**src/rtl/uart_cfg_pkg.sv**
```systemverilog
// Shared encodings for the configurable UART transmitter: parity modes, serializer states.
package uart_cfg_pkg;

  typedef enum logic [2:0] {
    PAR_NONE  = 3'd0,
    PAR_EVEN  = 3'd1,
    PAR_ODD   = 3'd2,
    PAR_MARK  = 3'd3,
    PAR_SPACE = 3'd4
  } par_e;

  typedef enum logic [2:0] {
    ST_IDLE   = 3'd0,
    ST_START  = 3'd1,
    ST_DATA   = 3'd2,
    ST_PARITY = 3'd3,
    ST_STOP   = 3'd4,
    ST_BREAK  = 3'd5
  } state_e;

  // Width of the bit-period input; never narrower than one bit.
  function automatic int unsigned cpb_width(input int unsigned limit);
    return ($clog2(limit) > 0) ? $clog2(limit) : 1;
  endfunction

endpackage

```
**src/rtl/uart_tx_cfg_if.sv**
```systemverilog
// FIFO write-side bundle: push strobe, frame data and occupancy status.
interface uart_tx_cfg_if #(
  parameter int unsigned DATAWIDTH = 8,
  parameter int unsigned BUFSZ     = 2
);
  localparam int unsigned UW = $clog2(BUFSZ) + 1;

  logic                 push_i;
  logic [DATAWIDTH-1:0] data_i;
  logic                 full_o;
  logic                 empty_o;
  logic [UW-1:0]        usage_o;

  modport master (output push_i, data_i, input full_o, empty_o, usage_o);
  modport slave  (input push_i, data_i, output full_o, empty_o, usage_o);
endinterface

```
**src/rtl/uart_tx_cfg_ser.sv**
```systemverilog
// Frame serializer: pops one frame, latches its configuration and shifts it onto tx_o.
module uart_tx_cfg_ser import uart_cfg_pkg::*; #(
  parameter int unsigned DATAWIDTH = 8,
  parameter int unsigned CPBW      = 1
) (
  input  logic                 clk_i,
  input  logic                 rst_i,
  input  logic [CPBW-1:0]      clockcyclesperbit_i,
  input  logic [3:0]           databits_i,
  input  logic [2:0]           parity_i,
  input  logic                 stopbits_i,
  input  logic                 break_i,
  input  logic                 empty_i,
  input  logic [DATAWIDTH-1:0] data_i,
  output logic                 pop_c,
  output logic                 busy_o,
  output logic                 tx_o
);

  state_e               state;
  logic [DATAWIDTH-1:0] shreg;
  logic [3:0]           bit_cnt;
  logic [3:0]           last_bit;
  logic [CPBW-1:0]      per_cnt;
  logic [CPBW-1:0]      per_last;
  logic                 has_par;
  logic                 par_bit;
  logic                 stop2;

  logic [3:0]           d_c;
  logic [CPBW-1:0]      per_last_c;
  logic                 even_c;
  logic                 has_par_c;
  logic                 par_bit_c;
  logic                 per_done_c;
  logic                 stop_done_c;

  // Configuration of the frame at the FIFO head, as it would be latched on a pop.
  always_comb begin
    d_c = databits_i;
    if (d_c < 4'd5) d_c = 4'd5;
    else if (d_c > 4'(DATAWIDTH)) d_c = 4'(DATAWIDTH);
    per_last_c = (clockcyclesperbit_i == '0) ? '0 : clockcyclesperbit_i - CPBW'(1);
    even_c = 1'b0;
    for (int i = 0; i < int'(DATAWIDTH); i++) begin
      if (4'(i) < d_c) even_c = even_c ^ data_i[i];
    end
    has_par_c = 1'b1;
    par_bit_c = 1'b0;
    case (parity_i)
      PAR_EVEN:  par_bit_c = even_c;
      PAR_ODD:   par_bit_c = ~even_c;
      PAR_MARK:  par_bit_c = 1'b1;
      PAR_SPACE: par_bit_c = 1'b0;
      default:   has_par_c = 1'b0;
    endcase
    per_done_c  = (per_cnt == per_last);
    stop_done_c = (state == ST_STOP) && per_done_c && !(stop2 && (bit_cnt == 4'd0));
    pop_c       = ((state == ST_IDLE) || stop_done_c) && !break_i && !empty_i;
  end

  always_ff @(posedge clk_i) begin
    if (!rst_i) begin
      state    <= ST_IDLE;
      tx_o     <= 1'b1;
      busy_o   <= 1'b0;
      shreg    <= '0;
      bit_cnt  <= '0;
      last_bit <= '0;
      per_cnt  <= '0;
      per_last <= '0;
      has_par  <= 1'b0;
      par_bit  <= 1'b0;
      stop2    <= 1'b0;
    end else if ((state == ST_IDLE) || stop_done_c) begin
      // Frame boundary: break wins over queued data, otherwise start the next frame at once.
      per_cnt <= '0;
      if (break_i) begin
        state    <= ST_BREAK;
        tx_o     <= 1'b0;
        busy_o   <= 1'b1;
        per_last <= per_last_c;
      end else if (!empty_i) begin
        state    <= ST_START;
        tx_o     <= 1'b0;
        busy_o   <= 1'b1;
        shreg    <= data_i;
        last_bit <= d_c - 4'd1;
        per_last <= per_last_c;
        has_par  <= has_par_c;
        par_bit  <= par_bit_c;
        stop2    <= stopbits_i;
      end else begin
        state  <= ST_IDLE;
        tx_o   <= 1'b1;
        busy_o <= 1'b0;
      end
    end else begin
      per_cnt <= per_done_c ? '0 : per_cnt + CPBW'(1);
      case (state)
        ST_START: if (per_done_c) begin
          state   <= ST_DATA;
          tx_o    <= shreg[0];
          bit_cnt <= '0;
        end
        ST_DATA: if (per_done_c) begin
          if (bit_cnt == last_bit) begin
            bit_cnt <= '0;
            if (has_par) begin
              state <= ST_PARITY;
              tx_o  <= par_bit;
            end else begin
              state <= ST_STOP;
              tx_o  <= 1'b1;
            end
          end else begin
            shreg   <= shreg >> 1;
            tx_o    <= shreg[1];
            bit_cnt <= bit_cnt + 4'd1;
          end
        end
        ST_PARITY: if (per_done_c) begin
          state   <= ST_STOP;
          tx_o    <= 1'b1;
          bit_cnt <= '0;
        end
        ST_STOP: if (per_done_c) bit_cnt <= 4'd1;
        ST_BREAK: begin
          per_cnt <= '0;
          if (!break_i) begin
            state   <= ST_STOP;
            tx_o    <= 1'b1;
            bit_cnt <= '0;
            stop2   <= 1'b0;
          end
        end
        default: state <= ST_IDLE;
      endcase
    end
  end

endmodule

```
**src/rtl/uart_tx_cfg.sv**
```systemverilog
// Configurable UART transmitter: inline frame FIFO feeding the serializer sub-module.
module uart_tx_cfg import uart_cfg_pkg::*; #(
  parameter int unsigned BUFSZ                  = 2,
  parameter int unsigned DATAWIDTH              = 8,
  parameter int unsigned CLOCKCYCLESPERBITLIMIT = 2
) (
  input  logic                                           clk_i,
  input  logic                                           rst_i,
  input  logic [cpb_width(CLOCKCYCLESPERBITLIMIT)-1:0]   clockcyclesperbit_i,
  input  logic [3:0]                                     databits_i,
  input  logic [2:0]                                     parity_i,
  input  logic                                           stopbits_i,
  input  logic                                           break_i,
  uart_tx_cfg_if.slave                                   bus,
  output logic                                           busy_o,
  output logic                                           tx_o
);

  localparam int unsigned AW   = $clog2(BUFSZ);
  localparam int unsigned UW   = AW + 1;
  localparam int unsigned CPBW = cpb_width(CLOCKCYCLESPERBITLIMIT);

  logic [DATAWIDTH-1:0] mem [BUFSZ];
  logic [AW-1:0]        wr_ptr;
  logic [AW-1:0]        rd_ptr;
  logic [UW-1:0]        usage;
  logic [UW-1:0]        usage_n_c;
  logic                 full;
  logic                 empty;
  logic                 push_ok_c;
  logic                 pop_c;

  always_comb begin
    push_ok_c = bus.push_i && !full;
    case ({push_ok_c, pop_c})
      2'b10:   usage_n_c = usage + UW'(1);
      2'b01:   usage_n_c = usage - UW'(1);
      default: usage_n_c = usage;
    endcase
  end

  always_ff @(posedge clk_i) begin
    if (!rst_i) begin
      wr_ptr <= '0;
      rd_ptr <= '0;
      usage  <= '0;
      full   <= 1'b0;
      empty  <= 1'b1;
    end else begin
      if (push_ok_c) wr_ptr <= wr_ptr + AW'(1);
      if (pop_c)     rd_ptr <= rd_ptr + AW'(1);
      usage <= usage_n_c;
      full  <= (usage_n_c == UW'(BUFSZ));
      empty <= (usage_n_c == '0);
    end
  end

  // Storage needs no reset; pointers and flags define what is valid.
  always_ff @(posedge clk_i) begin
    if (rst_i && push_ok_c) mem[wr_ptr] <= bus.data_i;
  end

  assign bus.full_o  = full;
  assign bus.empty_o = empty;
  assign bus.usage_o = usage;

  uart_tx_cfg_ser #(
    .DATAWIDTH (DATAWIDTH),
    .CPBW      (CPBW)
  ) u_ser (
    .clk_i               (clk_i),
    .rst_i               (rst_i),
    .clockcyclesperbit_i (clockcyclesperbit_i),
    .databits_i          (databits_i),
    .parity_i            (parity_i),
    .stopbits_i          (stopbits_i),
    .break_i             (break_i),
    .empty_i             (empty),
    .data_i              (mem[rd_ptr]),
    .pop_c               (pop_c),
    .busy_o              (busy_o),
    .tx_o                (tx_o)
  );

endmodule
```
**src/flat_wrapper.sv**
```systemverilog
// flat-port wrapper written by rule: the top's interface ports become plain ports
module uart_tx_cfg_flat import uart_cfg_pkg::*;
#(
  parameter int unsigned BUFSZ                  = 2,
  parameter int unsigned DATAWIDTH              = 8,
  parameter int unsigned CLOCKCYCLESPERBITLIMIT = 2
)
  (clk_i, rst_i, clockcyclesperbit_i, databits_i, parity_i, stopbits_i, break_i, busy_o, tx_o, bus_push_i, bus_data_i, bus_full_o, bus_empty_o, bus_usage_o);
  uart_tx_cfg_if #(.DATAWIDTH(DATAWIDTH), .BUFSZ(BUFSZ)) bus_i ();
  input  logic clk_i;
  input  logic rst_i;
  input  logic [cpb_width(CLOCKCYCLESPERBITLIMIT)-1:0] clockcyclesperbit_i;
  input  logic [3:0] databits_i;
  input  logic [2:0] parity_i;
  input  logic stopbits_i;
  input  logic break_i;
  output logic busy_o;
  output logic tx_o;
  input wire logic [$bits(bus_i.push_i)-1:0] bus_push_i;
  input wire logic [$bits(bus_i.data_i)-1:0] bus_data_i;
  output wire logic [$bits(bus_i.full_o)-1:0] bus_full_o;
  output wire logic [$bits(bus_i.empty_o)-1:0] bus_empty_o;
  output wire logic [$bits(bus_i.usage_o)-1:0] bus_usage_o;
  assign bus_i.push_i = bus_push_i;
  assign bus_i.data_i = bus_data_i;
  assign bus_full_o = bus_i.full_o;
  assign bus_empty_o = bus_i.empty_o;
  assign bus_usage_o = bus_i.usage_o;
  uart_tx_cfg #(.BUFSZ(BUFSZ), .DATAWIDTH(DATAWIDTH), .CLOCKCYCLESPERBITLIMIT(CLOCKCYCLESPERBITLIMIT)) u_core (.clk_i(clk_i), .rst_i(rst_i), .clockcyclesperbit_i(clockcyclesperbit_i), .databits_i(databits_i), .parity_i(parity_i), .stopbits_i(stopbits_i), .break_i(break_i), .bus(bus_i), .busy_o(busy_o), .tx_o(tx_o));
endmodule
```
**config.mk**
```make
export PLATFORM = sky130hd
export DESIGN_NAME = uart_tx_cfg_flat
export DESIGN_NICKNAME = d
export VERILOG_FILES = /design/src/rtl/uart_cfg_pkg.sv /design/src/rtl/uart_tx_cfg_if.sv /design/src/rtl/uart_tx_cfg_ser.sv /design/src/rtl/uart_tx_cfg.sv /design/src/flat_wrapper.sv
export SDC_FILE = /design/constraint.sdc
export NUM_CORES = 1
export LEC_CHECK = 0
export BUFFER_PORTS_ARGS = -buffer_cell sky130_fd_sc_hd__buf_2
export CAP_MARGIN = 20
export CORE_AREA = 2 2 72 74
export DETAILED_ROUTE_END_ITERATION = 12
export DIE_AREA = 0 0 74 76
export GPL_ROUTABILITY_DRIVEN = 0
export PLACE_DENSITY = 0.69
export SETUP_SLACK_MARGIN = 0.3
export SLEW_MARGIN = 20
export SYNTH_ARGS = -nofsm -noshare
export SYNTH_HDL_FRONTEND = slang
export SYNTH_SLANG_ARGS = --single-unit
```
**constraint.sdc**
```tcl
create_clock -name clk_i -period 2.4 [get_ports clk_i]
set_input_delay 0.12 -clock clk_i [delete_from_list [all_inputs] [get_ports clk_i]]
set_output_delay 0.12 -clock clk_i [all_outputs]
set_load 0.02 [all_outputs]
```
Word-level counts from Yosys, hierarchy flattened
Memories as Yosys holds them, arrays and structs flattened. A register that Yosys moved wholly into a read port is not among the register bits. Index checks and enable logic that the tools add are counted.

Register bits: 32. Latch bits: 0. Memory bits (writable): 16. Bits in read-only memories: 0. Bits of input ports: 21. Output and inout bits: 6. Logic and storage cells: 164. Memories kept: 1.

$add $sub $neg: 8. Multipliers: 0. Div/mod/pow operators: 0. $lt $le $gt $ge: 10. Equality and inequality tests: 28. Shift-type cells: 0. Muxes and demuxes: 59. Bitwise operators: 12. Reductions and logical operators: 30.

Memory list: u_core.mem (depth 2, width 8, read ports 1, clocked after Yosys merged registers in 1, write ports 1, line uart_tx_cfg.sv:23) `logic [DATAWIDTH-1:0] mem [BUFSZ];`.

Operators with widths (number): 2-to-1 mux 8 bit (6); 2-to-1 mux 1 bit (33); 2-to-1 mux 4 bit (7); 2-to-1 mux 3 bit (8); < comparator 3 x 4 -> 1 bit (first input constant) (4); case mux 4 bit (4 select lines) (1); inequality test 3 bit (second input constant) (5); case mux 3 bit (5 select lines) (1); inequality test 2 bit (second input constant) (7); == test 3 x 2 -> 1 bit (second input constant) (4); AND reduction 6 bit (2); AND reduction 5 bit (2); == test 3 bit (second input constant) (3); < comparator 1 x 4 -> 1 bit (first input constant) (2); < comparator 2 x 4 -> 1 bit (first input constant) (2); OR reduction 4 bit (2); logical AND 1 bit (7); XOR 1 bit (7); == test 3 x 1 -> 1 bit (second input constant) (2); nonzero test 2 bit (3); NOT 1 bit (5); nonzero test 5 bit (1); adder 4 x 1 -> 4 bit (second input constant) (1); == test 2 bit (second input constant) (2); 24 further kinds (30).

Depth between registers and ports, before layout
Depth after elaboration: 21. Mapped depth: 13.

Modules after synthesis
A second synthesis with hierarchy kept.

Cell total of the unflattened synthesis: 236. Area total of the unflattened synthesis: 2437.3 um^2.

By module, submodules not included: uart_tx_cfg_ser (instances 1, cells each 180, area an instance 1559.0 um^2, sequential area each 500.5 um^2); uart_tx_cfg (instances 1, cells each 56, area an instance 878.3 um^2, sequential area each 620.6 um^2).

Worst setup path before layout
OpenSTA, ideal clock, no wires.

Kind: register -> register. Start: reg u_core.u_ser.bit_cnt[0]. End: reg u_core.empty (netlist: u_core.bus.empty_o). Arrival: 2066 ps. Data required time: 2285 ps. Setup slack: 218 ps. Stages on the path, launching flop included: 13. Buffers on the path: 1. Period minus slack after synthesis: 2182 ps. Cell sequence: dfxtp_1 -> inv_1 -> ha_1 -> nand4b_1 -> o221ai_2 -> or3_1 -> buf_2 -> inv_2 -> ha_1 -> nor2_1 -> xnor2_1 -> nor2_1 -> nor2_1.

Word-level cells in the longest chain between the ends: 10. Elaborated cells between the ends (all ways): 11.

RTL lines: start: declaration (line uart_tx_cfg_ser.sv:22) `logic [3:0] bit_cnt;`; start signal: assignment (line uart_tx_cfg_ser.sv:119) `bit_cnt <= bit_cnt + 4'd1;`; zero test 4 bit * (line uart_tx_cfg_ser.sv:58) `stop_done_c = (state == ST_STOP) && per_done_c && !(stop2 && (bit_cnt == 4'd0));`; logical AND 1 bit * (line uart_tx_cfg_ser.sv:58); zero test 1 bit * (line uart_tx_cfg_ser.sv:58); logical AND 1 bit * (line uart_tx_cfg_ser.sv:58); logical OR 1 bit * (line uart_tx_cfg_ser.sv:59) `pop_c = ((state == ST_IDLE) || stop_done_c) && !break_i && !empty_i;`; logical AND 1 bit * (2 in a row) (line uart_tx_cfg_ser.sv:59); net u_core.pop_c (line uart_tx_cfg.sv:31) `logic pop_c;`; == test 2 x 1 -> 1 bit / == test 2 bit (equally long branches) (line uart_tx_cfg.sv:35) `case ({push_ok_c, pop_c})`; case mux 2 bit (2 select lines) * (line uart_tx_cfg.sv:35); zero test 2 bit * (line uart_tx_cfg.sv:54) `empty <= (usage_n_c == '0);`; end signal: assignment (line uart_tx_cfg.sv:54); end: declaration (line uart_tx_cfg.sv:29) `logic empty;`.

Mark *: on every way through the listed nets, which the timed path passes. The rest lies on a longest branch. A chain may end at the register's enable or synchronous reset.

Final worst setup path
Start: reg u_core.u_ser.bit_cnt[0]. End: reg u_core.u_ser.bit_cnt[1].

Word-level cells in the longest chain between the ends: 7. Elaborated cells between the ends (all ways): 12.

RTL lines: branches (longest 7 deep; another with adder 4 x 1 -> 4 bit).

Parallel ways; which one is timed is not known. The select of a mux whose other input is x is not followed.

==> impl_metrics.toml <==
[die]
die-area_um2 = 5620
start_util = 0.481
io_pins = 27
rows = 26
die_width_um = 74
core_region_area_um2 = 4910
fp.dieH_um = 76

[layout]
final_cell_mix = "dfxtp_1, nor2_1, buf_2"
final_common_cell = "dfxtp_1"
fillers = 417
antenna_cells = 0
syn2layout_area_growth_pct = 20.2
final_cell_count_no_fill = 353
drive_above_1_share = 0.208
nets = 308

[yosys]
syn_nets = 265
synthMuxAreaShare = 0.0890
yosysSeqAreaShare = 0.475
synth-main-ff-cell = "dfxtp_1"
yosys.area_share.simple = 0.161
synthesis.area_um2 = 2360
synth_edf_count = 16
synthDistinctLibCells = 49
synth_xor_area_frac = 0.0763
ys_async_sr_fraction = 0
synth-compound-area-share = 0.133
synth_warnings = 0
ys_ff_latch = 48
synth_fa_ha_area_frac = 0.0265
synth_top_family_by_area = "simple AND/OR/NAND/NOR gates"
avgSynthCellArea_um2 = 9.88
syn_inst = 239

[global_route]
grt_max_degree = 27
grt_pass1_vias = 1620
grt.overflow.total = 0
grt_pass1_wl_um = 7390
grt_antenna_before_repair = 0
grt_use_total = 0.169

[worst_setup_path]
slowest_delay_ns = 0.46
crit_buf_inv = 1
cp_top_family = "simple AND/OR/NAND/NOR gates"
path_max_fanout = 3
r2r_slack_ns = 0.31
r2r_start = "u_core.u_ser.bit_cnt[0]$_SDFFE_PN0P_"
timing.rr.end = "u_core.u_ser.bit_cnt[1]$_SDFFE_PN0P_"
crit_chain = "inv_2 > ha_2 > nand4b_1 > or4_1 > o31a_1 > or3b_1 > a21oi_1"
critPathKind = "flop to flop"
worstPathArrival_ns = 2.33
start_kind = "flop"
reg2reg_depth = 7
critPathCaptureType = "flop"
cp_data_required_time_ns = 2.64
cpMaxStageDelayCell = "or4_1"

[drt]
first_pass_iters = 4
dr_wl_met3_um = 164
drt-met1-wl_um = 2100
vias_per_cell = 5.07
drc = 0
vias = 1791
met2WireLength_um = 2110
routedWlPerCell_um = 12.6
routed_wl_um = 4440
first_iter_violations = 72
maxUsedRoutingLayer = "met4"
ant_nets = 0

[cts]
clk_pin_slew_ns = 0.09
cts_buffer_depth = 2
root_buffer = "clkbuf_8"
clock_sinks = 48
htreeDepth = 2
numCtsBuffers = 5
tritoncts = "yes"
clk_latency_ns = 0.30

[job]
maxCapViolCount = 0

[min_path]
worstHoldEndpoint = "u_core.u_ser.par_bit$_SDFFE_PN0P_"
min_from = "parity_i[2]"
hp-class = "primary input to flop"
whs_path_depth = 2

[timing]
min_period_ns = 2.09
setup_tns_ns = 0
timing.final.crit_share = 0.872
setup_viol = 0
fin_ws_ns = 0.308
rsz0062_at_grt = "yes"
timing_hold_violations_final = 0
drv_slew = 0
fmaxAchievable_mhz = 478
skew_ns = 0.0111

[placement]
dp_slack_ns = 0.203
dp_hpwl_um = 3140
dp_cells = 332
port_buffers = 25

[power_and_ir_drop]
p_per_area_nw_per_um2 = 1010
vdd_drop_max_mv = 0.421
cellLeakagePower_nw = 1.09

[outcome]
run_status = "completed"
==> cells by family after synthesis <==
logic type,Yosys count
adders and majority gates,5
AOI/OAI and AO/OA,45
buffers and inverters,22
DFF,48
and+or+nand+nor,78
muxes,21
other,1
xor gates and xnor gates,19
==> flip-flops by register name (all words and copies together), names as in the netlist, named ones only <==
register and cells:
u_core.u_ser.stop2 1, u_core.u_ser.state 3, u_core.bus.empty_o 1, u_core.u_ser.par_bit 1, u_core.bus.usage_o 2, u_core.wr_ptr 1
u_core.u_ser.busy_o 1, u_core.mem 16, u_core.rd_ptr 1, u_core.u_ser.tx_o 1, u_core.u_ser.per_cnt 1, u_core.bus.full_o 1
u_core.u_ser.last_bit 4, u_core.u_ser.shreg 8, u_core.u_ser.bit_cnt 4, u_core.u_ser.has_par 1
==> worst max-delay path by stage <==
stage / startpoint / end / slack, ns / cells past startpoint
floorplan: u_core.u_ser.bit_cnt[0]$_SDFFE_PN0P_ / u_core.bus.empty_o$_SDFF_PN1_ / 0.31 / 12
global placement: u_core.u_ser.bit_cnt[0]$_SDFFE_PN0P_ / u_core.u_ser.shreg[7]$_SDFFE_PN0P_ / 0.23 / 9
detailed placement: u_core.u_ser.bit_cnt[0]$_SDFFE_PN0P_ / u_core.u_ser.shreg[7]$_SDFFE_PN0P_ / 0.20 / 9
CTS: u_core.u_ser.bit_cnt[0]$_SDFFE_PN0P_ / u_core.u_ser.bit_cnt[1]$_SDFFE_PN0P_ / 0.30 / 7
global route: u_core.u_ser.bit_cnt[0]$_SDFFE_PN0P_ / u_core.u_ser.bit_cnt[1]$_SDFFE_PN0P_ / 0.20 / 7
finish: u_core.u_ser.bit_cnt[0]$_SDFFE_PN0P_ / u_core.u_ser.bit_cnt[1]$_SDFFE_PN0P_ / 0.31 / 7
==> synthesized netlist by cell type (2+ instances only) <==
cell type	number	share of area
clkbuf_1	7	0.011
nor2b_1	4	0.011
nand3_1	5	0.011
buf_2	3	0.0064
mux2i_1	21	0.089
xnor2_1	14	0.052
o21ai_0	11	0.023
and3_1	2	0.0053
dfxtp_1	32	0.27
inv_1	8	0.013
ha_1	5	0.026
or3_1	3	0.0079
nor2_1	29	0.046
xor2_1	4	0.015
a21oi_1	11	0.023
inv_2	2	0.0032
nand3b_1	2	0.0064
nand2_1	16	0.025
nor3_1	6	0.013
o21ai_1	4	0.0085
nor3b_1	3	0.0095
edfxtp_1	16	0.20
o211ai_1	2	0.0064
o32a_1	2	0.0085
a211oi_1	3	0.0095
==> final cells by class <==
class / count / area [um^2] / area share
multi-input cells: 169 / 1180 / 0.415
clock inverters: 3 / 18.8 / 0.00661
clock buffers: 5 / 68.8 / 0.0242
well taps: 70 / 87.6 / 0.0309
flip-flops and latches: 48 / 1130 / 0.398
inverters: 11 / 43.8 / 0.0154
repair buffers: 47 / 314 / 0.111
==> repair_timing <==
action	4_1_cts	5_1_grt
resized for setup	2	8
pin swaps	1	8
setup buffers	2	3
endpoints found under the hold margin	16	0
hold buffers	8	0
setup endpoints to repair	3	17
==> worst reg2reg max path, stage by stage (launching register included) <==
cell      delay (ns)
dfxtp_4         0.36
inv_2           0.05
ha_2            0.15
nand4b_1        0.14
or4_1           0.46
o31a_1          0.34
or3b_1          0.38
a21oi_1         0.15
==> routing by layer <==
metal | global-route usage | vias up
li1 | - | 929
met1 | 0.232 | 823
met2 | 0.261 | 32
met3 | 0.0370 | 7
met4 | 0.0582 | 0
met5 | 0 | -
==> power breakdown <==
group	switching [mW]	internal [mW]	total [mW]
Sequential	0.121	0.997	1.12
Combinational	0.692	0.588	1.28
Clock	0.274	0.201	0.476
Total	1.09	1.79	2.87
==> metrics by stage <==
| step | power, mW | hold WS (ns) | utilization | area (um^2) |
|---|---|---|---|---|
| 3_5_place_dp | 2.33 | 0.311 | 0.529 | 2600 |
| 4_1_cts | 2.84 | 0.0326 | 0.567 | 2790 |
| 6_report | 2.87 | 0.0474 | 0.578 | 2840 |
| 5_1_grt | 3.08 | 0.0493 | 0.578 | 2840 |
| 3_3_place_gp | 2.32 | 0.307 | 0.529 | 2600 |
| 2_1_floorplan | 2.04 | 0.209 | - | 2370 |
(Power assumes the default switching activity.)
